$ cat config.mk
export PLATFORM = sky130hd
export DESIGN_NAME = width_narrow_ser_flat
export DESIGN_NICKNAME = d
export VERILOG_FILES = /design/src/rtl/wns_pkg.sv /design/src/rtl/width_narrow_ser_if.sv /design/src/rtl/wns_top_beat.sv /design/src/rtl/width_narrow_ser.sv /design/src/flat_wrapper.sv
export SDC_FILE = /design/constraint.sdc
export NUM_CORES = 1
export LEC_CHECK = 0
export BUFFER_PORTS_ARGS = -buffer_cell sky130_fd_sc_hd__buf_2
export CORE_MARGIN = 4
export CORE_UTILIZATION = 55
export DETAILED_ROUTE_END_ITERATION = 7
export PLACE_DENSITY = 0.86
export SKIP_LAST_GASP = 1
export SYNTH_ARGS = -nofsm -noshare
export SYNTH_HDL_FRONTEND = slang
export SYNTH_SLANG_ARGS = --single-unit
$ cat constraint.sdc
create_clock -name clk -period 4.05 [get_ports clk]
set_input_delay 0.2025 -clock clk [delete_from_list [all_inputs] [get_ports clk]]
set_output_delay 0.2025 -clock clk [all_outputs]
set_load 0.02 [all_outputs]
$ cat src/rtl/wns_pkg.sv
// -----------------------------------------------------------------------------
// wns_pkg
// Shared types and elaboration helpers for the width_narrow_ser serializer.
//   wns_state_e : FSM state encoding (IDLE, SEND)
//   wns_beats   : narrow beats per wide word (IN_W / OUT_W)
//   wns_cfg_ok  : legal-geometry check (IN_W multiple of OUT_W, >= 2 beats)
// -----------------------------------------------------------------------------
package wns_pkg;

  typedef enum logic [0:0] {
    IDLE = 1'b0,
    SEND = 1'b1
  } wns_state_e;

  function automatic int wns_beats(input int in_w, input int out_w);
    return in_w / out_w;
  endfunction

  function automatic bit wns_cfg_ok(input int in_w, input int out_w);
    if (out_w <= 0) return 1'b0;
    return ((in_w % out_w) == 0) && ((in_w / out_w) >= 2);
  endfunction

endpackage

$ cat src/rtl/width_narrow_ser_if.sv
// -----------------------------------------------------------------------------
// width_narrow_ser_if
// Bundles both handshakes of the serializer.
//   Input side : in_valid, in_ready, in_data[IN_W]
//   Output side: out_valid, out_ready, out_data[OUT_W], out_last, out_idx[IDX_W]
// Modports:
//   slave  - the serializer's view (takes words, produces beats)
//   master - the surrounding logic's view (offers words, consumes beats)
// -----------------------------------------------------------------------------
interface width_narrow_ser_if #(
  parameter int IN_W  = 32,
  parameter int OUT_W = 16
) ();
  localparam int BEATS = IN_W / OUT_W;
  localparam int IDX_W = $clog2(BEATS);

  logic             in_valid;
  logic             in_ready;
  logic [IN_W-1:0]  in_data;
  logic             out_valid;
  logic             out_ready;
  logic [OUT_W-1:0] out_data;
  logic             out_last;
  logic [IDX_W-1:0] out_idx;

  modport slave (
    input  in_valid, in_data, out_ready,
    output in_ready, out_valid, out_data, out_last, out_idx
  );

  modport master (
    output in_valid, in_data, out_ready,
    input  in_ready, out_valid, out_data, out_last, out_idx
  );
endinterface

$ cat src/rtl/wns_top_beat.sv
// -----------------------------------------------------------------------------
// wns_top_beat
// Combinational priority encoder: returns the index of the highest lane of a
// wide word whose OUT_W bits are not all zero; returns 0 for an all-zero word.
// Ports:
//   lanes_i   [BEATS*OUT_W] : wide word, lane k = lanes_i[k*OUT_W +: OUT_W]
//   top_idx_o [IDX_W]       : index of highest nonzero lane
// Only compiled when WNS_SKIP_ZERO_EN is defined; without it the serializer
// always sends every beat and has no use for this encoder.
// -----------------------------------------------------------------------------
`ifdef WNS_SKIP_ZERO_EN
module wns_top_beat #(
  parameter int OUT_W = 16,
  parameter int BEATS = 2,
  parameter int IDX_W = 1
) (
  input  logic [BEATS*OUT_W-1:0] lanes_i,
  output logic [IDX_W-1:0]       top_idx_o
);

  logic [BEATS-1:0] lane_nz;

  for (genvar gi = 0; gi < BEATS; gi++) begin : g_lane
    assign lane_nz[gi] = |lanes_i[gi*OUT_W +: OUT_W];
  end

  // Ascending scan: the last nonzero lane seen wins, i.e. the highest one.
  always_comb begin
    top_idx_o = '0;
    for (int i = 0; i < BEATS; i++) begin
      if (lane_nz[i]) top_idx_o = IDX_W'(i);
    end
  end

endmodule
`endif

$ cat src/rtl/width_narrow_ser.sv
// -----------------------------------------------------------------------------
// width_narrow_ser
// Wide-to-narrow serializer: takes one IN_W word and emits IN_W/OUT_W beats of
// OUT_W bits, least-significant beat first.
// Ports:
//   clk   : rising-edge clock
//   rst_n : asynchronous active-low reset
//   bus   : width_narrow_ser_if.slave (input word handshake + output beat
//           handshake with out_last / out_idx)
// Configuration macro:
//   WNS_SKIP_ZERO_EN - when defined, trailing all-zero beats of a word are not
//                      sent (an all-zero word sends a single zero beat).
// in_ready depends combinationally on out_ready so a new word can be taken on
// the same edge that retires the last beat of the previous one.
// -----------------------------------------------------------------------------
module width_narrow_ser
  import wns_pkg::*;
#(
  parameter int IN_W  = 32,
  parameter int OUT_W = 16
) (
  input  logic clk,
  input  logic rst_n,
  width_narrow_ser_if.slave bus
);

  localparam int BEATS = wns_beats(IN_W, OUT_W);
  localparam int IDX_W = $clog2(BEATS);

  localparam logic [0:0] S_IDLE = IDLE;
  localparam logic [0:0] S_SEND = SEND;

  if (!wns_cfg_ok(IN_W, OUT_W)) begin : g_cfg_err
    $error("width_narrow_ser: IN_W must be a multiple of OUT_W giving at least 2 beats");
  end

  logic [0:0]       state_q,    state_d;
  logic [IN_W-1:0]  sreg_q,     sreg_d;
  logic [IDX_W-1:0] idx_q,      idx_d;
  logic [IDX_W-1:0] last_idx_q, last_idx_d;
  logic [IDX_W-1:0] cap_last_idx;

  logic sending;
  logic beat_last;
  logic in_fire;
  logic out_fire;

  // Final beat index for the word currently offered on in_data.
`ifdef WNS_SKIP_ZERO_EN
  wns_top_beat #(
    .OUT_W (OUT_W),
    .BEATS (BEATS),
    .IDX_W (IDX_W)
  ) u_top_beat (
    .lanes_i   (bus.in_data),
    .top_idx_o (cap_last_idx)
  );
`else
  assign cap_last_idx = IDX_W'(BEATS - 1);
`endif

  assign sending   = (state_q == S_SEND);
  assign beat_last = sending && (idx_q == last_idx_q);
  assign out_fire  = sending && bus.out_ready;
  assign in_fire   = bus.in_valid && bus.in_ready;

  assign bus.in_ready  = !sending || (beat_last && bus.out_ready);
  assign bus.out_valid = sending;
  assign bus.out_data  = sreg_q[OUT_W-1:0];
  assign bus.out_last  = beat_last;
  assign bus.out_idx   = idx_q;

  always_comb begin
    state_d    = state_q;
    sreg_d     = sreg_q;
    idx_d      = idx_q;
    last_idx_d = last_idx_q;

    if (in_fire) begin
      // Covers both the idle load and the back-to-back reload on a last beat.
      state_d    = S_SEND;
      sreg_d     = bus.in_data;
      idx_d      = '0;
      last_idx_d = cap_last_idx;
    end else if (out_fire) begin
      if (beat_last) begin
        // Clear the datapath so nothing of the finished word lingers.
        state_d = S_IDLE;
        sreg_d  = '0;
        idx_d   = '0;
      end else begin
        sreg_d = sreg_q >> OUT_W;
        idx_d  = idx_q + IDX_W'(1);
      end
    end
  end

  always_ff @(posedge clk or negedge rst_n) begin
    if (!rst_n) begin
      state_q    <= S_IDLE;
      sreg_q     <= '0;
      idx_q      <= '0;
      last_idx_q <= '0;
    end else begin
      state_q    <= state_d;
      sreg_q     <= sreg_d;
      idx_q      <= idx_d;
      last_idx_q <= last_idx_d;
    end
  end

endmodule

$ cat src/flat_wrapper.sv
// flat-port wrapper written by rule: the top's interface ports become plain ports
module width_narrow_ser_flat import wns_pkg::*;
#(
  parameter int IN_W  = 32,
  parameter int OUT_W = 16
)
  (clk, rst_n, bus_in_valid, bus_in_data, bus_out_ready, bus_in_ready, bus_out_valid, bus_out_data, bus_out_last, bus_out_idx);
  width_narrow_ser_if #(.IN_W(IN_W), .OUT_W(OUT_W)) bus_i ();
  input  logic clk;
  input  logic rst_n;
  input wire logic [$bits(bus_i.in_valid)-1:0] bus_in_valid;
  input wire logic [$bits(bus_i.in_data)-1:0] bus_in_data;
  input wire logic [$bits(bus_i.out_ready)-1:0] bus_out_ready;
  output wire logic [$bits(bus_i.in_ready)-1:0] bus_in_ready;
  output wire logic [$bits(bus_i.out_valid)-1:0] bus_out_valid;
  output wire logic [$bits(bus_i.out_data)-1:0] bus_out_data;
  output wire logic [$bits(bus_i.out_last)-1:0] bus_out_last;
  output wire logic [$bits(bus_i.out_idx)-1:0] bus_out_idx;
  assign bus_i.in_valid = bus_in_valid;
  assign bus_i.in_data = bus_in_data;
  assign bus_i.out_ready = bus_out_ready;
  assign bus_in_ready = bus_i.in_ready;
  assign bus_out_valid = bus_i.out_valid;
  assign bus_out_data = bus_i.out_data;
  assign bus_out_last = bus_i.out_last;
  assign bus_out_idx = bus_i.out_idx;
  width_narrow_ser #(.IN_W(IN_W), .OUT_W(OUT_W)) u_core (.clk(clk), .rst_n(rst_n), .bus(bus_i));
endmodule
# After elaboration in Yosys (flattened, before gate mapping)
# Index checks and enable logic that the tools add are counted.
# W data, S select, Z words.
[totals]
register_bits = 35
latch_bits = 0
ram_bits = 0
romBits = 0
out_inout_bits = 20
wordCells = 24
mem_count = 0
[op_classes]
addsub = 1
n_mul = 0
n_div = 0
magnitude_cmp = 0
n_eq_ne = 1
shift = 0
n_mux = 9
bitwise = 0
n_reduce_logical = 9
[ops]
columns = ["operator", "n"]
rows = [
  ["$mux W32", 2],
  ["$mux W16", 1],
  ["$mux W1", 6],
  ["$logic_and A1 B1 Y1", 4],
  ["$reduce_bool A2 Y1", 2],
  ["$reduce_and A2 Y1", 1],
  ["$add A1 B1 Y1 const B", 1],
  ["$eq A1 B1 Y1", 1],
  ["$logic_not A1 Y1", 1],
  ["$logic_or A1 B1 Y1", 1],
]

# Longest topological paths before layout
# Gate-level depths: netlist of run 1.
[depth]
depth_word = 7
ltp_mapped = 5

# Worst setup path before layout of run 1
# No wires, ideal clock.
[synth_timing]
path_kind = "register -> register"
start = "register u_core.idx_q (netlist: u_core.bus.out_idx)"
end = "register u_core.state_q (netlist: u_core.bus.out_valid)"
setup_ns = 0.148
arrival_ns = 1.434
t_required_ns = 3.902
setup_slack_ns = 2.468
stages_incl_launch_ff = 4
cell_sequence = "dfrtp_1 -> xor2_2 -> o21ai_0 -> nand2_1"
[synth_via]
elab_chain_cells = 7
elab_cells_between_ends = 9
cone_classes = "eq/ne (1); mux (1); reduce/logical (7)"
[synth_lines]
columns = ["item", "line", "rtl"]
rows = [
  ["from (decl)", "width_narrow_ser.sv:39", "logic [IDX_W-1:0] idx_q, idx_d;"],
  ["from (signal assigned)", "width_narrow_ser.sv:107", "idx_q <= idx_d;"],
  ["$eq A1 B1 Y1 *", "width_narrow_ser.sv:63", "assign beat_last = sending && (idx_q == last_idx_q);"],
  ["$logic_and A1 B1 Y1 *", "width_narrow_ser.sv:63", ""],
  ["$logic_and A1 B1 Y1 *", "width_narrow_ser.sv:67", "assign bus.in_ready = !sending || (beat_last && bus.out_ready);"],
  ["$logic_or A1 B1 Y1 *", "width_narrow_ser.sv:67", ""],
  ["named net bus_in_ready", "flat_wrapper.sv:14", "output wire logic [$bits(bus_i.in_ready)-1:0] bus_in_ready;"],
  ["$logic_and A1 B1 Y1 *", "width_narrow_ser.sv:65", "assign in_fire = bus.in_valid && bus.in_ready;"],
  ["$reduce_bool A2 Y1 (no line)", "--", ""],
  ["$reduce_and A2 Y1 (no line)", "--", ""],
  ["to (signal assigned)", "width_narrow_ser.sv:105", "state_q <= state_d;"],
  ["to (decl)", "width_narrow_ser.sv:37", "logic [0:0] state_q, state_d;"],
]
# Mark *: on every way through the listed nets, which the timed path passes. The rest lies on a longest branch.
# A chain may end at the register's enable or synchronous reset.

# Final worst setup path of run 1
[layout_timing]
start = "register u_core.state_q (netlist: u_core.bus.out_valid)"
end = "register u_core.sreg_q[4]"
[layout_via]
elab_chain_cells = 5
elab_cells_between_ends = 10
cone_classes = "mux (3); reduce/logical (7)"
[layout_lines]
columns = ["item", "line", "rtl"]
rows = [
  ["$logic_and A1 B1 Y1", "width_narrow_ser.sv:63", ""],
  ["$logic_and A1 B1 Y1", "width_narrow_ser.sv:67", ""],
  ["$logic_or A1 B1 Y1", "width_narrow_ser.sv:67", ""],
  ["$logic_and A1 B1 Y1", "width_narrow_ser.sv:65", ""],
  ["$mux W32 or $reduce_bool A2 Y1 (tied branches)", "--", ""],
  ["to (signal assigned)", "width_narrow_ser.sv:106", "sreg_q <= sreg_d;"],
  ["to (decl)", "width_narrow_ser.sv:38", "logic [IN_W-1:0] sreg_q, sreg_d;"],
]
# Parallel ways exist; a longest one is shown, timed or not. The select of a mux whose other input is x is not followed.

==> report_table.html, run 1 <==
<table>
<tr><th>Metric</th><th>Value</th></tr>
<tr><th colspan="2">STA</th></tr>
<tr><td>Actual transition at the worst max-transition pin</td><td>1.114 ns</td></tr>
<tr><td>Sum of negative setup slack</td><td>0 ns</td></tr>
<tr><td>Number of setup violations in the final report</td><td>0</td></tr>
<tr><td>Final critical delay including setup and external delays</td><td>2.166 ns</td></tr>
<tr><td>Final hold violations</td><td>0</td></tr>
<tr><td>Period utilisation layout</td><td>0.5349</td></tr>
<tr><td>Fmax</td><td>461.6 MHz</td></tr>
<tr><td>Unrepaired setup endpoints after global routing</td><td>no</td></tr>
<tr><td>Clock Skew</td><td>0.008536 ns</td></tr>
<tr><td>Worst max-slew margin expressed relative to the limit</td><td>0.2557</td></tr>
<tr><td>Max-slew violation count</td><td>0</td></tr>
<tr><th colspan="2">Yosys</th></tr>
<tr><td>Most instantiated library cell after synthesis</td><td>sky130_fd_sc_hd__nand3_1</td></tr>
<tr><td>Number of synthesized flops with an enable pin</td><td>0</td></tr>
<tr><td>Synthesized cell area</td><td>1869 um2</td></tr>
<tr><td>Synthesized netlist net count</td><td>214</td></tr>
<tr><td>Post-synthesis sequential element count</td><td>35</td></tr>
<tr><td>Biggest area consumer among synthesized cells</td><td>sky130_fd_sc_hd__dfrtp_1</td></tr>
<tr><td>Share of the yosys chip area belonging to registers</td><td>0.4685</td></tr>
<tr><td>Distinct cell type count of the synthesized netlist</td><td>19</td></tr>
<tr><td>Most used standard cells in the synthesized netlist</td><td>48 x sky130_fd_sc_hd__nand3_1, 35 x sky130_fd_sc_hd__dfrtp_1, 17 x sky130_fd_sc_hd__buf_4, 17 x sky130_fd_sc_hd__mux2i_1</td></tr>
<tr><td>Number of warnings reported in the yosys synthesis log</td><td>0</td></tr>
<tr><td>Average cell area after synthesis</td><td>10.50 um2</td></tr>
<tr><td>Fraction of synthesis flops using an asynchronous set or reset pin</td><td>1.000</td></tr>
<tr><td>Cells after synthesis</td><td>178</td></tr>
<tr><td>Proportion of netlist area held by the largest area contributor</td><td>0.4685</td></tr>
<tr><td>Dominant synthesized flop cell</td><td>sky130_fd_sc_hd__dfrtp_1</td></tr>
<tr><td>Cell types with the largest area share after synthesis</td><td>sky130_fd_sc_hd__dfrtp_1 47%, sky130_fd_sc_hd__nand3_1 13%, sky130_fd_sc_hd__mux2i_1 9.1%</td></tr>
<tr><th colspan="2">Global route</th></tr>
<tr><td>Initial antenna violation count</td><td>0</td></tr>
<tr><td>Overall fraction of global-route tracks in use</td><td>0.2007</td></tr>
<tr><td>Number of global-route vias before repair</td><td>1,423</td></tr>
<tr><td>Wire length of the first global-routing pass</td><td>6727 um</td></tr>
<tr><td>Largest net degree at the start of global routing</td><td>36</td></tr>
<tr><td>GRT Residual Overflow</td><td>0</td></tr>
<tr><th colspan="2">Layout</th></tr>
<tr><td>Syn-to-layout area delta</td><td>12.18%</td></tr>
<tr><td>Fraction of final layout cells with drive strength greater than 1</td><td>0.3099</td></tr>
<tr><td>Antenna diodes</td><td>0</td></tr>
<tr><td>Nets</td><td>248</td></tr>
<tr><td>Finished Cell Area</td><td>2097 um2</td></tr>
<tr><th colspan="2">Placement</th></tr>
<tr><td>Weighted congestion at the end of routability-driven global placement</td><td>0.8098</td></tr>
<tr><td>Cell area after placement</td><td>2018 um2</td></tr>
<tr><td>Port-buffer cells</td><td>55</td></tr>
<tr><td>Half-perimeter wire length after placement</td><td>2874 um</td></tr>
<tr><th colspan="2">Status</th></tr>
<tr><td>Status</td><td>completed</td></tr>
<tr><th colspan="2">Routing</th></tr>
<tr><td>1st-pass router iterations</td><td>4</td></tr>
<tr><td>DRT Wirelength</td><td>4018 um</td></tr>
<tr><td>Iteration-0 DRC Markers</td><td>146</td></tr>
<tr><td>Number of vias after detailed routing</td><td>1,456</td></tr>
<tr><td>DR WL/cell</td><td>15.63 um</td></tr>
<tr><td>Routed via count divided by cell count</td><td>5.665</td></tr>
<tr><td>Post-route DRC violation count</td><td>0</td></tr>
<tr><td>Remaining antenna violation count after routing</td><td>0</td></tr>
<tr><th colspan="2">Clock network</th></tr>
<tr><td>Number of hold-repair buffers added at the cts stage</td><td>1</td></tr>
<tr><td>Post CTS Setup Buffer Count</td><td>0</td></tr>
<tr><td>Deepest clock path buffer count</td><td>2</td></tr>
<tr><td>CTS tree</td><td>done</td></tr>
<tr><td>Post-cts repair resize count</td><td>0</td></tr>
<tr><td>Htree depth</td><td>2</td></tr>
<tr><td>Clock latency at the later pin of the worst-skew pair</td><td>0.33 ns</td></tr>
<tr><td>CTS Root Buffer Type</td><td>sky130_fd_sc_hd__clkbuf_4</td></tr>
<tr><td>Clock sink count</td><td>35</td></tr>
<tr><td>Clock-pin slew on the worst setup and hold paths</td><td>0.11 ns</td></tr>
<tr><td>Total CTS buffers</td><td>5</td></tr>
<tr><th colspan="2">Floorplan</th></tr>
<tr><td># IOs</td><td>56</td></tr>
<tr><td>Area of the die</td><td>4396 um2</td></tr>
<tr><td># rows</td><td>20</td></tr>
<tr><td>Core area</td><td>3153 um2</td></tr>
<tr><td>Chip Height</td><td>66.30 um</td></tr>
<tr><td>Initial core utilization</td><td>0.5929</td></tr>
<tr><td>Die outline width</td><td>66.30 um</td></tr>
<tr><th colspan="2">Critical path</th></tr>
<tr><td>Startpoint type of the worst setup path</td><td>flip-flop</td></tr>
<tr><td>Cells on worst reg2reg path</td><td>3</td></tr>
<tr><td>Path length in cells of the critical path</td><td>3</td></tr>
<tr><td>Slack of the worst reg-to-reg path</td><td>1.88 ns</td></tr>
<tr><td>Delay of the slowest critical-path stage</td><td>0.95 ns</td></tr>
<tr><td>Total buffers and inverters traversed by the critical path</td><td>0</td></tr>
<tr><td>Critical-path cell with the highest stage delay</td><td>sky130_fd_sc_hd__nor2b_1</td></tr>
<tr><td>Kind of cell adding the most delay to the critical path</td><td>simple AND/OR/NAND/NOR gates</td></tr>
<tr><td>Critical path arrival</td><td>2.43 ns</td></tr>
<tr><td>CP Data Required Time</td><td>4.31 ns</td></tr>
<tr><td>Worst setup path category</td><td>reg2reg</td></tr>
<tr><td>Crit-path max FO</td><td>24</td></tr>
<tr><td>Endpoint class of the critical path</td><td>flip-flop</td></tr>
<tr><td>Cells traversed along the worst timing path</td><td>nor2b_1 &gt; a2bb2oi_1 &gt; nand3_1</td></tr>
<tr><th colspan="2">Power and ir drop</th></tr>
<tr><td>Leakage dissipation</td><td>0.001086 uW</td></tr>
<tr><td>Total power</td><td>1169 uW</td></tr>
<tr><td>Maximum resistive drop on vdd</td><td>0.2412 mV</td></tr>
<tr><td>Power Density</td><td>557.4 nW/um2</td></tr>
<tr><th colspan="2">Hold path</th></tr>
<tr><td>Path category of the worst min-delay check</td><td>in2reg</td></tr>
<tr><td>Hold path depth</td><td>2</td></tr>
<tr><th colspan="2">Flow run</th></tr>
<tr><td>Maxcap violations</td><td>0</td></tr>
</table>
-- power by group --
part           switching, uW  internal [uW]
combinational            248            179
clock                    110            102
sequential              86.6            443
total                    445            724
-- per-layer routing --
| layer | wire (um) | vias up | track usage | share of wire |
|---|---|---|---|---|
| met3 | 284 | 2 | 0.06803 | 0.071 |
| met1 | 1889 | 685 | 0.2829 | 0.47 |
| li1 | - | 715 | - | - |
| met2 | 1829 | 54 | 0.3011 | 0.46 |
| met4 | 15 | 0 | 0.03807 | 0.0037 |
| met5 | 0 | - | 0 | 0 |
-- cell families (layout without fill, tap and decap cells) --
family	count (synthesis)	count (layout)	synth area share
AO/OA/AOI/OAI	37	37	0.1700
XOR/XNOR	2	2	0.01741
buffers and inverters	32	67	0.1051
flip-flops	35	35	0.4685
multiplexers	17	17	0.09103
AND/OR/NAND/NOR	55	55	0.1479
-- flip-flops by register name (all words and copies together) (netlist names) --
name / cells
u_core.sreg_q: 32
u_core.bus.out_idx: 1
u_core.bus.out_valid: 1
u_core.last_idx_q: 1
-- cell type report --
cell class / count / area (um2)
multi-input combinational: 111 / 797.0
fill: 283 / 1056
sequential: 35 / 875.8
clock buffer: 8 / 68.82
tap: 44 / 55.05
timing repair buffer: 57 / 292.8
inverter: 2 / 7.507
-- worst register-to-register path, cell delays in order (launching register included) --
cell and delay [ns]:
sky130_fd_sc_hd__dfrtp_1 0.83, sky130_fd_sc_hd__nor2b_1 0.96, sky130_fd_sc_hd__a2bb2oi_1 0.19, sky130_fd_sc_hd__nand3_1 0.12
-- placed cells by master (no fill, tap or decap), drive strengths merged --
cell type | netlist | routed
a21o | 1 | 1
a22o | 16 | 16
a2bb2oi | 16 | 16
and2 | 3 | 3
buf | 24 | 56
clkbuf | 6 | 8
dfrtp | 35 | 35
dlygate4sd3 | 0 | 1
inv | 2 | 2
mux2i | 17 | 17
nand2 | 3 | 3
nand3 | 48 | 48
nor2b | 1 | 1
o21ai | 3 | 3
o2bb2ai | 1 | 1
xnor2 | 1 | 1
xor2 | 1 | 1
-- through the flow --
step,cells,setup slack [ns],utilization,hold WS [ns]
floorplan,178,2.468,-,-0.09309
global placement,248,2.027,0.6401,0.3117
detailed placement,248,1.936,0.6401,0.3159
CTS,257,1.906,0.6651,0.07732
global route,257,1.697,0.6651,0.05988
finish,257,1.884,0.6651,0.08946
-- final timing paths --
kind / startpoint / to
min in group asynchronous: rst_n / u_core.sreg_q[11]
max: u_core.bus.out_valid / u_core.sreg_q[4]
max in group asynchronous: rst_n / u_core.sreg_q[28]
min: bus_in_data[29] / u_core.sreg_q[29]
max reg2reg: u_core.bus.out_valid / u_core.sreg_q[4]
min reg2reg: u_core.sreg_q[19] / u_core.sreg_q[19]
No activity file was read; power rests on OpenSTA's default activity.
==> run 2, diff against run 1 <==
--- a/config.mk
+++ b/config.mk
@@ -7,9 +7,9 @@
 export LEC_CHECK = 0
 export BUFFER_PORTS_ARGS = -buffer_cell sky130_fd_sc_hd__buf_2
 export CORE_MARGIN = 4
-export CORE_UTILIZATION = 55
+export CORE_UTILIZATION = 46
 export DETAILED_ROUTE_END_ITERATION = 7
-export PLACE_DENSITY = 0.86
+export PLACE_DENSITY = 0.77
 export SKIP_LAST_GASP = 1
 export SYNTH_ARGS = -nofsm -noshare
 export SYNTH_HDL_FRONTEND = slang
==> constraint.sdc (replaced) <==
create_clock -name clk -period 1.81 [get_ports clk]
set_input_delay 0.0905 -clock clk [delete_from_list [all_inputs] [get_ports clk]]
set_output_delay 0.0905 -clock clk [all_outputs]
set_load 0.02 [all_outputs]
==> report_table.html, run 2 (synthesis gave the netlist of run 1 again) <==
<table>
<tr><th>Metric</th><th>Value</th></tr>
<tr><th colspan="2">STA</th></tr>
<tr><td>Sum of negative setup slack</td><td>0 ns (unchanged)</td></tr>
<tr><td>Clock Skew</td><td>0.006958 ns (was 0.008536 ns)</td></tr>
<tr><td>Worst max-slew margin expressed relative to the limit</td><td>0.2389 (was 0.2557)</td></tr>
<tr><td>Period utilisation layout</td><td>0.8971</td></tr>
<tr><td>Unrepaired setup endpoints after global routing</td><td>no (unchanged)</td></tr>
<tr><td>Max-slew violation count</td><td>0 (unchanged)</td></tr>
<tr><td>Final critical delay including setup and external delays</td><td>1.624 ns</td></tr>
<tr><td>Final hold violations</td><td>0 (unchanged)</td></tr>
<tr><td>Actual transition at the worst max-transition pin</td><td>1.139 ns (was 1.114 ns)</td></tr>
<tr><td>Number of setup violations in the final report</td><td>0 (unchanged)</td></tr>
<tr><td>Fmax</td><td>615.9 MHz</td></tr>
<tr><th colspan="2">Global route</th></tr>
<tr><td>Largest net degree at the start of global routing</td><td>36 (unchanged)</td></tr>
<tr><td>GRT Residual Overflow</td><td>0 (unchanged)</td></tr>
<tr><td>Overall fraction of global-route tracks in use</td><td>0.1710 (was 0.2007)</td></tr>
<tr><td>Number of global-route vias before repair</td><td>1,429 (was 1,423)</td></tr>
<tr><td>Wire length of the first global-routing pass</td><td>6900 um (was 6727 um)</td></tr>
<tr><td>Initial antenna violation count</td><td>0 (unchanged)</td></tr>
<tr><th colspan="2">Clock network</th></tr>
<tr><td>CTS Root Buffer Type</td><td>sky130_fd_sc_hd__clkbuf_8 (was sky130_fd_sc_hd__clkbuf_4)</td></tr>
<tr><td>Post-cts repair resize count</td><td>0 (unchanged)</td></tr>
<tr><td>Post CTS Setup Buffer Count</td><td>0 (unchanged)</td></tr>
<tr><td>Clock latency at the later pin of the worst-skew pair</td><td>0.28 ns (was 0.33 ns)</td></tr>
<tr><td>Number of hold-repair buffers added at the cts stage</td><td>1 (unchanged)</td></tr>
<tr><td>Total CTS buffers</td><td>5 (unchanged)</td></tr>
<tr><td>Clock-pin slew on the worst setup and hold paths</td><td>0.07 ns (was 0.11 ns)</td></tr>
<tr><td>Deepest clock path buffer count</td><td>2 (unchanged)</td></tr>
<tr><td>Clock sink count</td><td>35 (unchanged)</td></tr>
<tr><td>CTS tree</td><td>done (unchanged)</td></tr>
<tr><td>Htree depth</td><td>2 (unchanged)</td></tr>
<tr><th colspan="2">Layout</th></tr>
<tr><td>Syn-to-layout area delta</td><td>17.47% (was 12.18%)</td></tr>
<tr><td>Number of flip-flops in the largest register</td><td>32 (unchanged)</td></tr>
<tr><td>Fraction of final layout cells with drive strength greater than 1</td><td>0.3333 (was 0.3099)</td></tr>
<tr><td>Fill cell total of the finished layout</td><td>339 (was 283)</td></tr>
<tr><td>Most flops, register</td><td>u_core.sreg_q (unchanged)</td></tr>
<tr><td>Number of cells in the finished layout apart from fillers</td><td>267 (was 257)</td></tr>
<tr><td>Most frequent cells in the layout</td><td>55 x sky130_fd_sc_hd__buf_2, 48 x sky130_fd_sc_hd__nand3_1, 35 x sky130_fd_sc_hd__dfrtp_1 (unchanged)</td></tr>
<tr><td>Most common cell after layout, fill and taps aside</td><td>sky130_fd_sc_hd__buf_2 (unchanged)</td></tr>
<tr><td>Antenna diodes</td><td>0 (unchanged)</td></tr>
<tr><td>Nets</td><td>254 (was 248)</td></tr>
<tr><th colspan="2">Hold path</th></tr>
<tr><td>Path category of the worst min-delay check</td><td>in2reg (unchanged)</td></tr>
<tr><th colspan="2">Floorplan</th></tr>
<tr><td>Initial core utilization</td><td>0.4921 (was 0.5929)</td></tr>
<tr><td>Area of the die</td><td>5147 um2 (was 4396 um2)</td></tr>
<tr><td># rows</td><td>22 (was 20)</td></tr>
<tr><td>Die outline width</td><td>71.75 um (was 66.30 um)</td></tr>
<tr><td>Core area</td><td>3799 um2 (was 3153 um2)</td></tr>
<tr><td>Chip Height</td><td>71.75 um (was 66.30 um)</td></tr>
<tr><td># IOs</td><td>56 (unchanged)</td></tr>
<tr><th colspan="2">Flow run</th></tr>
<tr><td>Maxcap violations</td><td>0 (unchanged)</td></tr>
<tr><th colspan="2">Placement</th></tr>
<tr><td>Cell total after placement</td><td>258 (was 248)</td></tr>
<tr><td>Half-perimeter wire length after placement</td><td>3084 um (was 2874 um)</td></tr>
<tr><td>Weighted congestion at the end of routability-driven global placement</td><td>0.7218 (was 0.8098)</td></tr>
<tr><td>Port-buffer cells</td><td>55 (unchanged)</td></tr>
<tr><th colspan="2">Routing</th></tr>
<tr><td>Remaining antenna violation count after routing</td><td>0 (unchanged)</td></tr>
<tr><td>DRT Wirelength</td><td>4183 um (was 4018 um)</td></tr>
<tr><td>1st-pass router iterations</td><td>4 (unchanged)</td></tr>
<tr><td>Number of vias after detailed routing</td><td>1,462 (was 1,456)</td></tr>
<tr><td>Post-route DRC violation count</td><td>0 (unchanged)</td></tr>
<tr><td>Iteration-0 DRC Markers</td><td>115 (was 146)</td></tr>
<tr><td>DR WL/cell</td><td>15.67 um (was 15.63 um)</td></tr>
<tr><td>Routed via count divided by cell count</td><td>5.476 (was 5.665)</td></tr>
<tr><th colspan="2">Critical path</th></tr>
<tr><td>Worst setup path category</td><td>reg2out (was reg2reg)</td></tr>
<tr><td>Delay of the slowest critical-path stage</td><td>0.48 ns (was 0.95 ns)</td></tr>
<tr><td>Endpoint class of the critical path</td><td>primary output (was flip-flop)</td></tr>
<tr><td>Crit-path max FO</td><td>17 (was 24)</td></tr>
<tr><td>Kind of cell adding the most delay to the critical path</td><td>flip-flops (was simple AND/OR/NAND/NOR gates)</td></tr>
<tr><td>Total buffers and inverters traversed by the critical path</td><td>2 (was 0)</td></tr>
<tr><td>CP Data Required Time</td><td>1.72 ns (was 4.31 ns)</td></tr>
<tr><td>Startpoint type of the worst setup path</td><td>flip-flop (unchanged)</td></tr>
<tr><td>Cells traversed along the worst timing path</td><td>xnor2_2 &gt; buf_4 &gt; and2_1 &gt; buf_2 (was nor2b_1 &gt; a2bb2oi_1 &gt; nand3_1)</td></tr>
<tr><td>Critical path arrival</td><td>1.53 ns (was 2.43 ns)</td></tr>
<tr><td>Critical-path cell with the highest stage delay</td><td>sky130_fd_sc_hd__dfrtp_1 (was sky130_fd_sc_hd__nor2b_1)</td></tr>
<tr><th colspan="2">Power and ir drop</th></tr>
<tr><td>Fraction of power consumed by the clock network</td><td>0.247 (was 0.181)</td></tr>
<tr><td>Sw Share</td><td>0.3542 (was 0.3807)</td></tr>
<tr><td>Logic gate share of total power</td><td>0.353 (was 0.366)</td></tr>
<tr><td>Internal Dissipation</td><td>1870 uW (was 723.9 uW)</td></tr>
<tr><td>Switch Pwr</td><td>1026 uW (was 444.9 uW)</td></tr>
<tr><td>Leakage dissipation</td><td>0.001137 uW (was 0.001086 uW)</td></tr>
<tr><td>Power Density</td><td>1319 nW/um2 (was 557.4 nW/um2)</td></tr>
<tr><td>Maximum resistive drop on vdd</td><td>0.5308 mV (was 0.2412 mV)</td></tr>
<tr><td>Portion of total power attributed to sequential cells</td><td>0.400 (was 0.453)</td></tr>
<tr><th colspan="2">Status</th></tr>
<tr><td>Status</td><td>completed (unchanged)</td></tr>
</table>
[run 2: cell types whose count changed in the layout (fill, tap and decap cells not counted)]
cell | previous run | this run
sky130_fd_sc_hd__clkbuf_1 | 1 | 0
sky130_fd_sc_hd__clkinv_2 | 0 | 1
sky130_fd_sc_hd__clkbuf_4 | 5 | 0
sky130_fd_sc_hd__bufinv_16 | 0 | 1
sky130_fd_sc_hd__buf_4 | 1 | 7
sky130_fd_sc_hd__clkbuf_8 | 2 | 6
[run 2: stage by stage]
step	util	instance area, um2	hold WS, ns	setup slack, ns	total power, uW
2_1_floorplan	-	1869	-0.2051	0.2280	2024
3_3_place_gp	0.5445	2068	0.2137	0.2647	2175
3_5_place_dp	0.5445	2068	0.2049	0.2283	2201
4_1_cts	0.5781	2196	0.008766	0.1653	2923
5_1_grt	0.5781	2196	0.004196	0.04901	3078
6_report	0.5781	2196	0.01439	0.1863	2896
[run 2: final timing paths]
check | start | slack, ns | to | cells after the start
min | bus_in_data[20] | 0.01 | u_core.sreg_q[20] | 2
min reg2reg | u_core.sreg_q[19] | 0.51 | u_core.sreg_q[19] | 1
max in group asynchronous | rst_n | 0.90 | u_core.sreg_q[13] | 2
min in group asynchronous | rst_n | 0.43 | u_core.sreg_q[16] | 2
max reg2reg | u_core.bus.out_valid | 0.21 | u_core.sreg_q[8] | 3
max | u_core.bus.out_idx | 0.19 | bus_out_last | 4
[run 2: final cells by class]
cell class                 count  area (um2)  area share
sequential                    35       875.8      0.3989
multi-input combinational    111       797.0      0.3630
timing repair buffer          63       337.8      0.1538
clock buffer                   6       82.58     0.03761
tap                           48       60.06     0.02735
clock inverter                 2       35.03     0.01595
inverter                       2       7.507    0.003419
[run 2: power groups by stage]
stage                     clock (uW)  combinational [uW]  sequential, uW
final                            715                1020            1160
after global routing             769                1120            1190
after CTS                        731                1040            1160
after detailed placement           0                1030            1170
after global placement             0                1010            1160
after floorplan                    0                 880            1140
[run 2: routing by layer]
layer / up-vias / share of wire / wire [um] / global-route usage
li1: 725 / - / - / -
met1: 692 / 0.47 / 1952 / 0.2350
met4: 0 / 0.016 / 68 / 0.06889
met2: 40 / 0.45 / 1891 / 0.2531
met5: - / 0 / 0 / 0
met3: 5 / 0.065 / 270 / 0.04909
==> run 3, diff against run 2 <==
--- a/config.mk
+++ b/config.mk
@@ -7,10 +7,11 @@
 export LEC_CHECK = 0
 export BUFFER_PORTS_ARGS = -buffer_cell sky130_fd_sc_hd__buf_2
 export CORE_MARGIN = 4
-export CORE_UTILIZATION = 46
+export CORE_UTILIZATION = 55
 export DETAILED_ROUTE_END_ITERATION = 7
-export PLACE_DENSITY = 0.77
+export PLACE_DENSITY = 0.86
 export SKIP_LAST_GASP = 1
 export SYNTH_ARGS = -nofsm -noshare
 export SYNTH_HDL_FRONTEND = slang
+export SYNTH_HIERARCHICAL = 1
 export SYNTH_SLANG_ARGS = --single-unit
==> constraint.sdc (replaced) <==
create_clock -name clk -period 2 [get_ports clk]
set_input_delay 0.1 -clock clk [delete_from_list [all_inputs] [get_ports clk]]
set_output_delay 0.1 -clock clk [all_outputs]
set_load 0.02 [all_outputs]
==> report_table.html, run 3 <==
<table>
<tr><th>Metric</th><th>Value</th></tr>
<tr><th colspan="2">Status</th></tr>
<tr><td>Status</td><td>completed (unchanged)</td></tr>
<tr><th colspan="2">Power and ir drop</th></tr>
<tr><td>Total power</td><td>2426 uW (was 2896 uW)</td></tr>
<tr><td>Internal Dissipation</td><td>1461 uW (was 1870 uW)</td></tr>
<tr><td>Power Density</td><td>996.5 nW/um2 (was 1319 nW/um2)</td></tr>
<tr><td>Switch Pwr</td><td>965.5 uW (was 1026 uW)</td></tr>
<tr><td>Logic gate share of total power</td><td>0.405 (was 0.353)</td></tr>
<tr><td>Portion of total power attributed to sequential cells</td><td>0.437 (was 0.400)</td></tr>
<tr><td>Leakage dissipation</td><td>0.001223 uW (was 0.001137 uW)</td></tr>
<tr><td>Maximum resistive drop on vdd</td><td>0.7257 mV (was 0.5308 mV)</td></tr>
<tr><td>Fraction of power consumed by the clock network</td><td>0.157 (was 0.247)</td></tr>
<tr><td>Sw Share</td><td>0.3979 (was 0.3542)</td></tr>
<tr><th colspan="2">Layout</th></tr>
<tr><td>Nets</td><td>284 (was 254)</td></tr>
<tr><td>Fill cell total of the finished layout</td><td>230 (was 339)</td></tr>
<tr><td>Fraction of final layout cells with drive strength greater than 1</td><td>0.2972 (was 0.3333)</td></tr>
<tr><td>Most flops, register</td><td>u_core/sreg_q (was u_core.sreg_q)</td></tr>
<tr><td>Most frequent cells in the layout</td><td>55 x sky130_fd_sc_hd__buf_2, 48 x sky130_fd_sc_hd__nand3_1, 35 x sky130_fd_sc_hd__dfrtp_1 (unchanged)</td></tr>
<tr><td>Number of flip-flops in the largest register</td><td>32 (unchanged)</td></tr>
<tr><td>Most common cell after layout, fill and taps aside</td><td>sky130_fd_sc_hd__buf_2 (unchanged)</td></tr>
<tr><td>Syn-to-layout area delta</td><td>29.73% (was 17.47%)</td></tr>
<tr><td>Antenna diodes</td><td>0 (unchanged)</td></tr>
<tr><td>Post-route core utilization</td><td>0.7722 (was 0.5781)</td></tr>
<tr><th colspan="2">Clock network</th></tr>
<tr><td>Clock-pin slew on the worst setup and hold paths</td><td>0.11 ns (was 0.07 ns)</td></tr>
<tr><td>Deepest clock path buffer count</td><td>2 (unchanged)</td></tr>
<tr><td>CTS Root Buffer Type</td><td>sky130_fd_sc_hd__clkbuf_4 (was sky130_fd_sc_hd__clkbuf_8)</td></tr>
<tr><td>Htree depth</td><td>2 (unchanged)</td></tr>
<tr><td>Post CTS Setup Buffer Count</td><td>0 (unchanged)</td></tr>
<tr><td>Clock latency at the later pin of the worst-skew pair</td><td>0.34 ns (was 0.28 ns)</td></tr>
<tr><td>Total CTS buffers</td><td>5 (unchanged)</td></tr>
<tr><td>Clock sink count</td><td>35 (unchanged)</td></tr>
<tr><td>CTS tree</td><td>done (unchanged)</td></tr>
<tr><th colspan="2">Routing</th></tr>
<tr><td>Iteration-0 DRC Markers</td><td>129 (was 115)</td></tr>
<tr><td>Remaining antenna violation count after routing</td><td>0 (unchanged)</td></tr>
<tr><td>Post-route DRC violation count</td><td>0 (unchanged)</td></tr>
<tr><td>Number of vias after detailed routing</td><td>1,637 (was 1,462)</td></tr>
<tr><td>DRT Wirelength</td><td>4774 um (was 4183 um)</td></tr>
<tr><td>1st-pass router iterations</td><td>4 (unchanged)</td></tr>
<tr><td>Routed via count divided by cell count</td><td>5.587 (was 5.476)</td></tr>
<tr><td>DR WL/cell</td><td>16.29 um (was 15.67 um)</td></tr>
<tr><th colspan="2">Yosys</th></tr>
<tr><td>Most instantiated library cell after synthesis</td><td>sky130_fd_sc_hd__nand3_1 (unchanged)</td></tr>
<tr><td>Post-synthesis xor/xnor area fraction</td><td>0.01733 (was 0.01740)</td></tr>
<tr><td>Dominant synthesized flop cell</td><td>sky130_fd_sc_hd__dfrtp_1 (unchanged)</td></tr>
<tr><td>Fraction of synthesis flops using an asynchronous set or reset pin</td><td>1.000 (unchanged)</td></tr>
<tr><td>Synthesized netlist net count</td><td>214 (unchanged)</td></tr>
<tr><td>Post-synthesis adder-cell area fraction</td><td>0 (unchanged)</td></tr>
<tr><td>Average cell area after synthesis</td><td>10.54 um2 (was 10.50 um2)</td></tr>
<tr><td>Distinct cell type count of the synthesized netlist</td><td>22 (was 19)</td></tr>
<tr><td>Proportion of netlist area held by the largest area contributor</td><td>0.4667 (was 0.4685)</td></tr>
<tr><td>Biggest area consumer among synthesized cells</td><td>sky130_fd_sc_hd__dfrtp_1 (unchanged)</td></tr>
<tr><td>Cell types with the largest area share after synthesis</td><td>sky130_fd_sc_hd__dfrtp_1 47%, sky130_fd_sc_hd__nand3_1 13%, sky130_fd_sc_hd__mux2i_1 8.5% (was sky130_fd_sc_hd__dfrtp_1 47%, sky130_fd_sc_hd__nand3_1 13%, sky130_fd_sc_hd__mux2i_1 9.1%)</td></tr>
<tr><td>Number of synthesized flops with an enable pin</td><td>0 (unchanged)</td></tr>
<tr><td>Cells after synthesis</td><td>178 (unchanged)</td></tr>
<tr><td>Share of cell area taken by muxes after synthesis</td><td>0.09267 (was 0.09103)</td></tr>
<tr><td>Post-synthesis sequential element count</td><td>35 (unchanged)</td></tr>
<tr><td>Synth Area in Simple Gates</td><td>0.1473 (was 0.1479)</td></tr>
<tr><td>Synthesized cell area</td><td>1877 um2 (was 1869 um2)</td></tr>
<tr><td>Most used standard cells in the synthesized netlist</td><td>48 x sky130_fd_sc_hd__nand3_1, 35 x sky130_fd_sc_hd__dfrtp_1, 17 x sky130_fd_sc_hd__buf_4 (was 48 x sky130_fd_sc_hd__nand3_1, 35 x sky130_fd_sc_hd__dfrtp_1, 17 x sky130_fd_sc_hd__buf_4, 17 x sky130_fd_sc_hd__mux2i_1)</td></tr>
<tr><td>Combinational family with the most area after synthesis</td><td>compound AO/OA/AOI/OAI gates (unchanged)</td></tr>
<tr><td>Share of the yosys chip area belonging to registers</td><td>0.4667 (was 0.4685)</td></tr>
<tr><td>Number of warnings reported in the yosys synthesis log</td><td>6 (was 0)</td></tr>
<tr><td>Synth Area in Compound Gates</td><td>0.1693 (was 0.1700)</td></tr>
<tr><th colspan="2">Global route</th></tr>
<tr><td>Largest net degree at the start of global routing</td><td>36 (unchanged)</td></tr>
<tr><td>Initial antenna violation count</td><td>0 (unchanged)</td></tr>
<tr><td>GRT Residual Overflow</td><td>0 (unchanged)</td></tr>
<tr><td>Wire length of the first global-routing pass</td><td>7948 um (was 6900 um)</td></tr>
<tr><td>Number of global-route vias before repair</td><td>1,643 (was 1,429)</td></tr>
<tr><td>Overall fraction of global-route tracks in use</td><td>0.2431 (was 0.1710)</td></tr>
<tr><th colspan="2">STA</th></tr>
<tr><td>Number of setup violations in the final report</td><td>0 (unchanged)</td></tr>
<tr><td>Clock Skew</td><td>0.003173 ns (was 0.006958 ns)</td></tr>
<tr><td>Fmax</td><td>580.2 MHz</td></tr>
<tr><td>Final hold violations</td><td>0 (unchanged)</td></tr>
<tr><td>Final critical delay including setup and external delays</td><td>1.723 ns</td></tr>
<tr><td>Worst max-slew margin expressed relative to the limit</td><td>0.4831 (was 0.2389)</td></tr>
<tr><td>Sum of negative setup slack</td><td>0 ns (unchanged)</td></tr>
<tr><td>Period utilisation layout</td><td>0.8617</td></tr>
<tr><td>Actual transition at the worst max-transition pin</td><td>0.7753 ns (was 1.139 ns)</td></tr>
<tr><td>Max-slew violation count</td><td>0 (unchanged)</td></tr>
<tr><td>Unrepaired setup endpoints after global routing</td><td>no (unchanged)</td></tr>
<tr><th colspan="2">Floorplan</th></tr>
<tr><td>Initial core utilization</td><td>0.5952 (was 0.4921)</td></tr>
<tr><td># IOs</td><td>56 (unchanged)</td></tr>
<tr><td># rows</td><td>20 (was 22)</td></tr>
<tr><td>Area of the die</td><td>4411 um2 (was 5147 um2)</td></tr>
<tr><td>Chip Height</td><td>66.42 um (was 71.75 um)</td></tr>
<tr><td>Die outline width</td><td>66.42 um (was 71.75 um)</td></tr>
<tr><td>Core area</td><td>3153 um2 (was 3799 um2)</td></tr>
<tr><th colspan="2">Placement</th></tr>
<tr><td>Half-perimeter wire length after placement</td><td>3033 um (was 3084 um)</td></tr>
<tr><td>Port-buffer cells</td><td>55 (unchanged)</td></tr>
<tr><td>Weighted congestion at the end of routability-driven global placement</td><td>0.8101 (was 0.7218)</td></tr>
<tr><th colspan="2">Critical path</th></tr>
<tr><td>Critical register-to-register path endpoint</td><td>u_core/sreg_q[14] (was u_core.sreg_q[8])</td></tr>
<tr><td>Crit-path max FO</td><td>17 (unchanged)</td></tr>
<tr><td>Delay of the slowest critical-path stage</td><td>0.48 ns (about the same)</td></tr>
<tr><td>Slack of the worst reg-to-reg path</td><td>0.52 ns (was 0.21 ns)</td></tr>
<tr><td>Startpoint type of the worst setup path</td><td>flip-flop (unchanged)</td></tr>
<tr><td>Cells on worst reg2reg path</td><td>3 (unchanged)</td></tr>
<tr><td>Critical-path cell with the highest stage delay</td><td>sky130_fd_sc_hd__dfrtp_1 (unchanged)</td></tr>
<tr><td>Reg2Reg Launch Point</td><td>u_core/bus.out_valid (was u_core.bus.out_valid)</td></tr>
<tr><td>CP Data Required Time</td><td>1.90 ns (was 1.72 ns)</td></tr>
<tr><td>Endpoint class of the critical path</td><td>primary output (unchanged)</td></tr>
<tr><td>Worst setup path category</td><td>reg2out (unchanged)</td></tr>
<tr><td>Critical path arrival</td><td>1.62 ns (was 1.53 ns)</td></tr>
<tr><td>Cells traversed along the worst timing path</td><td>xnor2_2 &gt; buf_4 &gt; and2_1 &gt; buf_2 (unchanged)</td></tr>
<tr><th colspan="2">Hold path</th></tr>
<tr><td>Hold worst-path end</td><td>u_core/sreg_q[8] (was u_core.sreg_q[20])</td></tr>
<tr><td>Hold wc startpoint</td><td>bus_in_data[8] (was bus_in_data[20])</td></tr>
<tr><td>Hold path depth</td><td>3 (was 2)</td></tr>
<tr><td>Path category of the worst min-delay check</td><td>in2reg (unchanged)</td></tr>
<tr><th colspan="2">Flow run</th></tr>
<tr><td>Maxcap violations</td><td>0 (unchanged)</td></tr>
</table>
==> run 3: cell type report <==
cell class / instances / area [um2] / share of cell area
clock buffers: 5 / 37.54 / 0.01542
clock inverters: 3 / 20.02 / 0.008222
inverters: 2 / 7.507 / 0.003083
multi-input cells: 111 / 800.8 / 0.3289
flip-flops and latches: 35 / 875.8 / 0.3597
well taps: 44 / 55.05 / 0.02261
repair buffers: 93 / 638.1 / 0.2621
==> run 3: layer usage <==
metal | GRT usage | wire length, um | vias to the layer above
li1 | - | - | 786
met5 | 0 | 0 | -
met1 | 0.3188 | 2013 | 778
met4 | 0.1066 | 119 | 0
met2 | 0.3891 | 2350 | 62
met3 | 0.04592 | 291 | 11
==> run 3: metrics by stage <==
step	hold slack [ns]	std cells	cell area (um2)	worst slack, ns
global route	0.02433	293	2435	0.1998
detailed placement	0.2104	254	2067	0.6144
finish	0.01201	293	2435	0.2765
floorplan	-0.1956	178	1877	0.5502
CTS	0.008861	293	2435	0.2764
global placement	0.2050	254	2067	0.6550
==> run 3: power groups by stage <==
stage	Combinational, uW	Sequential [uW]	Clock [uW]
floorplan	801	1040	0
global placement	911	1070	0
detailed placement	930	1070	0
CTS	977	1060	391
global route	1070	1090	417
finish	984	1060	382
==> run 3: cells by family after synthesis <==
family / Yosys count
AND/OR/NAND/NOR: 55
XOR/XNOR: 2
buffers and inverters: 32
AO/OA/AOI/OAI: 37
flip-flops: 35
multiplexers: 17
==> run 3: worst max path at each step <==
stage                              start                   end  depth (start not counted)
floorplan           u_core/bus.out_valid  u_core/bus.out_valid                          4
global placement    u_core/bus.out_valid    u_core/bus.out_idx                          3
detailed placement  u_core/bus.out_valid      u_core/sreg_q[6]                          3
CTS                    u_core/last_idx_q          bus_out_last                          4
global route           u_core/last_idx_q          bus_out_last                          4
finish                 u_core/last_idx_q          bus_out_last                          4
==> run 3: repair_timing <==
action | 4_1_cts | 5_1_grt
hold buffers | 31 | 0
gates resized for setup | 0 | 0
setup endpoints to repair | 0 | 0
hold endpoints to repair | 65 | 0
==> run 3: critical path: cells and delay by family (launching register included) <==
family,cells,cell delay [ns]
xor+xnor,1,0.23
buf+inv,2,0.42
flops,1,0.48
simple gates,1,0.15
